## config.mk

```make
export PLATFORM = sky130hd
export DESIGN_NAME = lsu_result_fifo
export DESIGN_NICKNAME = d
export VERILOG_FILES = /design/src/rtl/lsu_result_fifo_pkg.sv /design/src/rtl/lsu_result_fifo.sv
export SDC_FILE = /design/constraint.sdc
export NUM_CORES = 1
export LEC_CHECK = 0
export CORE_ASPECT_RATIO = 0.5
export CORE_MARGIN = 1
export CORE_UTILIZATION = 50
export CTS_BUF_LIST = sky130_fd_sc_hd__clkbuf_16
export CTS_CLUSTER_SIZE = 25
export DETAILED_ROUTE_END_ITERATION = 10
export PLACE_DENSITY = 0.84
export SLEW_MARGIN = 20
export SYNTH_ARGS = -nofsm -noshare
export SYNTH_HDL_FRONTEND = slang
export SYNTH_SLANG_ARGS = --single-unit
```

## constraint.sdc

```tcl
create_clock -name clk -period 6 [get_ports clk]
set_clock_uncertainty 0.15 [all_clocks]
set_input_delay 1.2 -clock clk [delete_from_list [all_inputs] [get_ports clk]]
set_output_delay 1.2 -clock clk [all_outputs]
set_load 0.05 [all_outputs]
```

## src/rtl/lsu_result_fifo_pkg.sv

```systemverilog
// Shared types for the LSU result buffer: the CDB result record it stores.
package lsu_result_fifo_pkg;

  localparam int ROB_ID_W = 6;
  localparam int DATA_W   = 32;

  typedef struct packed {
    logic                r_valid;
    logic [ROB_ID_W-1:0] rob_id;
    logic [DATA_W-1:0]   data;
  } cdb_info_t;

endpackage

```

## src/rtl/lsu_result_fifo.sv

```systemverilog
// In-order LSU result buffer feeding the CDB arbiter; one-cycle push-to-head latency, no bypass.
// Upstream ready depends only on occupancy (full refuses a push even with a same-cycle pop).
module lsu_result_fifo
  import lsu_result_fifo_pkg::*;
#(
  parameter int DEPTH   = 4,
  parameter int PTR_LEN = $clog2(DEPTH)
) (
  input  logic             clk,
  input  logic             rst,
  input  logic             flush,
  input  logic             entry_valid_i,
  output logic             entry_ready_o,
  input  cdb_info_t        result_i,
  output logic             cdb_valid_o,
  input  logic             cdb_ready_i,
  output cdb_info_t        cdb_o,
  output logic [PTR_LEN:0] count_o
);

  localparam logic [PTR_LEN:0] FULL_CNT = (PTR_LEN + 1)'(DEPTH);

  cdb_info_t          mem [DEPTH];
  logic [PTR_LEN-1:0] head_q;
  logic [PTR_LEN-1:0] tail_q;
  logic [PTR_LEN:0]   count_q;
  logic               push;
  logic               pop;

  assign entry_ready_o = (count_q != FULL_CNT);
  assign cdb_valid_o   = (count_q != '0);
  assign cdb_o         = mem[head_q];
  assign count_o       = count_q;

  assign push = entry_valid_i & entry_ready_o;
  assign pop  = cdb_valid_o & cdb_ready_i;

  always_ff @(posedge clk) begin
    if (rst || flush) begin
      head_q  <= '0;
      tail_q  <= '0;
      count_q <= '0;
    end else begin
      if (push) tail_q <= tail_q + 1'b1;
      if (pop)  head_q <= head_q + 1'b1;
      count_q <= count_q + {{PTR_LEN{1'b0}}, push} - {{PTR_LEN{1'b0}}, pop};
    end
  end

  // Flush leaves stale payloads in place; only reset scrubs the storage.
  always_ff @(posedge clk) begin
    if (rst) begin
      for (int i = 0; i < DEPTH; i++) mem[i] <= '0;
    end else if (push && !flush) begin
      mem[tail_q] <= result_i;
    end
  end

endmodule
```

======== Yosys cells after proc, flatten, opt, wreduce, memory -nomap -nowiden ========
Memory sizes are Yosys's and may differ from the RTL's. A register that Yosys moved wholly into a read port is not among the register bits.
Cells that the tools add are included.
storage, ports and cells
  input port bits ......................... 44
  register bits ........................... 7
  memories kept ........................... 1
  bits in writable memories ............... 156
memory list
  name  depth  width  read ports  clocked after Yosys merged registers in  wr ports  RTL line               RTL
  mem   4      39     1           1                                        4         lsu_result_fifo.sv:23  cdb_info_t mem [DEPTH];
operators by class
  add/subtract/negate cells ............... 4
  equal/unequal tests ..................... 1
  bitwise gates (word level) .............. 2
  mux-type cells .......................... 10
  reduce and logical (&&, ||, !) cells .... 5
operator list
  operator             number
  $mux 39              1
  $reduce_or 39->1     1
  $mux 1               6
  $mux 2               3
  $add 2x1->2 const B  2
  $add 3x1->3          1
  $ne 3x3->1 const B   1
  $reduce_bool 3->1    1
  $sub 3x1->3          1
  $and 1x1->1          2
  $logic_and 1x1->1    1
  $logic_not 1->1      1
  $logic_or 1x1->1     1

======== Depth between registers and ports, before layout ========
  depth after elaboration ................. 8
  mapped depth ............................ 11
  gate-level depth less buffers ........... 11

======== Worst setup path after synthesis ========
No wires, ideal clock.
  path type ............................... register to register
  start ................................... register count_q[1], in the netlist count_o[1]
  end ..................................... memory mem[3][0] (netlist bit), enable pin
  stages on the path, launching flop included .. 5
  clock period less this slack ............ 5,086 ps
  required time ........................... 5,355 ps
  data arrival time ....................... 4,442 ps
  path slack .............................. 914 ps
  library setup time ...................... 495 ps
  cell sequence ........................... dfxtp_1 -> nor3b_4 -> inv_1 -> nand2_1 -> o31ai_1
RTL lines
  what                      RTL line               RTL
  start: declaration        lsu_result_fifo.sv:26  logic [PTR_LEN:0] count_q;
  start signal: assignment  lsu_result_fifo.sv:46  count_q <= count_q + {{PTR_LEN{1'b0}}, push} - {{PTR_LEN{1'b0}}, pop};
  end: declaration          lsu_result_fifo.sv:23

==> flow_summary.yaml <==
outcome:
  status: "finished clean"
floorplanning:
  coreArea_um2: 13800
  ios: 88
  dieArea_um2: 14800
  initial_core_util: 0.520
  die_w_um: 171
  num_rows: 30
  die_y_um: 86.7
logic_synthesis:
  synth-edff-count: 156
  yosysSeqAreaShare: 0.679
  ys.warnings.count: 0
  synthSimpleGateAreaFrac: 0.164
  synth_flop_cell: "edfxtp_1"
  ys_types: 34
  syn_inst: 427
  syn-num-nets: 474
  synth_compound_area_frac: 0.00594
  ys_ff_latch: 165
  synth-xor-area-share: 0.00367
  synth_top_family_by_area: "simple AND/OR/NAND/NOR gates"
  syn_area_um2: 7170
  async_flop_share: 0
  avgSynthCellArea_um2: 16.8
  synthMuxAreaShare: 0.123
  synthAdderAreaFrac: 0.00629
global_routing:
  first_global_vias: 4064
  antenna_found_initial: 1
  grt_pass1_wl_um: 21600
  grt_overflow: 0
  grtUsageTotal: 0.203
  grt_max_degree: 42
sta:
  finalSetupViolCount: 0
  maxSlewHeadroom: 0.271
  layout_min_cycle_time_ps: 4290
  post-route-period-util: 0.714
  timing.fmax_mhz: 233
  rsz0062_at_grt: "false"
  setup_tns_ps: 0
  fin_hold_ws_ps: 399
  tightest_slew_ps: 1090
  hold_viol_final: 0
  final_max_slew_viol_count: 0
setup_path:
  worstPathCellList: "buf_4, mux4_2, clkdlybuf4s50_1"
  worstSetupPathDepth: 3
  crit_buf_inv: 2
  critPathMaxStageDelay_ps: 720
  rrSetupSlack_ps: 3120
  ff2ff_path_depth: 4
  crit_end: "cdb_o[37]"
  crit_fanout: 28
  critPathSlowestCell: "clkdlybuf4s50_1"
  path_delay_family: "buffers and inverters"
  worst_ep_required_time_ps: 4650
  r2r-end: "mem[1][24]"
  cp_data_arrival_time_ps: 2940
  critPathLaunchType: "flop"
  critPathCaptureType: "output port"
  r2r-start: "count_o[1]"
  path_class: "reg -> out"
routing:
  drt-met1-wl_um: 6050
  topRoutingLayerUsed: "met4"
  drc_errors: 0
  vias_per_cell: 5.29
  dr.pass1.iters: 4
  drt_iter0_drc: 333
  drt-total-wl_um: 13900
  dr_wl_met2_um: 7010
  wire_per_inst_um: 19.4
  via_count: 3807
  wl_met3_um: 749
  ant_nets: 0
finish:
  nets: 561
  drive_above_1_share: 0.159
  insertedDiodeCount: 0
  synthToLayoutAreaGrowth_pct: 23.3
power:
  leakage_nw: 3.18
  powerDensity_nw_per_um2: 306
  ir_drop_mv: 0.232
clocking:
  root_buffer: "clkbuf_16"
  cts_resized: 0
  cts_tree: "done"
  cts.reportedPaths.clkPinSlew_ps: 60
  clockBufferDepth: 2
  ctsHtreeMaxLevel: 4
  cts_num_sinks: 165
  holdBufCountCts: 0
  postCtsSetupRepairBufs: 0
  cts_buffers: 17
  clk_latency_ps: 420
place:
  io_buffers: 87
  finalWeightedCongestion: 0.741
  dp_hpwl_um: 7650
hold_path:
  hold_start: "head_q[0]"
  min_path_type: "reg -> reg"
job:
  max_cap_violations: 0
flip-flops by register name, indices dropped and copies added (netlist names), named ones only:
signal	cells
tail_q	2
count_o	3
mem	156
head_q	2
cells in the mapped netlist, types with 2 or more instances:
library cell	number	area, µm²
xor2_1	2	17.5
buf_2	5	25.0
mux4_2	39	878
dfxtp_1	9	180
nand2_1	3	11.3
or3_1	2	12.5
or2_1	2	12.5
nor2_1	6	22.5
and2_1	158	988
inv_1	5	18.8
clkbuf_1	13	48.8
ha_1	2	25.0
edfxtp_1	156	4680
nor4_4	2	42.5
clkbuf_2	4	20.0
where the power goes:
part	internal [mW]	switching, mW	total (mW)
sequential	1.31	0.0189	1.33
clock	0.670	0.426	1.10
combinational	0.108	0.164	0.272
total	2.09	0.609	2.70
final cells by class:
class                      instances  area (µm²)
fill                             935        4940
sequential                       165        4870
multi-input combinational        232        2180
timing repair buffer              93         916
clock buffer                      23         576
tap                              192         240
clock inverter                     9        40.0
inverter                           5        18.8
layer usage:
metal,global-route usage,vias up
li1,-,1744
met4,0.0812,0
met1,0.260,1948
met3,0.0484,13
met5,0,-
met2,0.338,102
placed cells by master (no fill, tap or decap), types with 3 or more instances in the layout:
| master | netlist | layout |
|---|---|---|
| dfxtp_1 | 9 | 7 |
| and2_1 | 158 | 158 |
| clkdlybuf4s50_1 | 0 | 87 |
| nor2_1 | 6 | 6 |
| or2_2 | 1 | 3 |
| inv_1 | 5 | 10 |
| clkbuf_16 | 0 | 23 |
| edfxtp_1 | 156 | 156 |
| nand2_1 | 3 | 3 |
| mux4_2 | 39 | 39 |
| buf_4 | 1 | 6 |
through the flow:
step,setup slack (ps),utilization,power [mW],area (µm²),std cells
2_1_floorplan,914,-,1.52,7170,427
3_3_place_gp,1730,0.597,1.62,8220,687
3_5_place_dp,1690,0.597,1.63,8220,687
4_1_cts,1650,0.642,2.71,8840,719
5_1_grt,1540,0.642,2.78,8840,719
6_report,1710,0.642,2.70,8840,719
cells by family after synthesis:
kind of cell / after synthesis
and+or+nand+nor: 181
DFF: 165
muxes: 39
buffers and inverters: 30
AOI/OAI and AO/OA: 6
xor gates and xnor gates: 3
adders and majority gates: 3
worst register-to-register path, stage by stage (launching register included):
cell and delay [ps]:
dfxtp_1 550, nor3b_4 160, nor4_4 260, buf_4 430
or2_2 920
worst min-delay path by stage:
stage                     endpoint  slack, ps  cells past startpoint
after detailed placement      flop        390                      2
after floorplan               flop        330                      2
final                         flop        400                      2
after CTS                     flop        410                      2
after global placement        flop        380                      2
after global routing          flop        460                      2
Power figures use the tool's default switching activity.
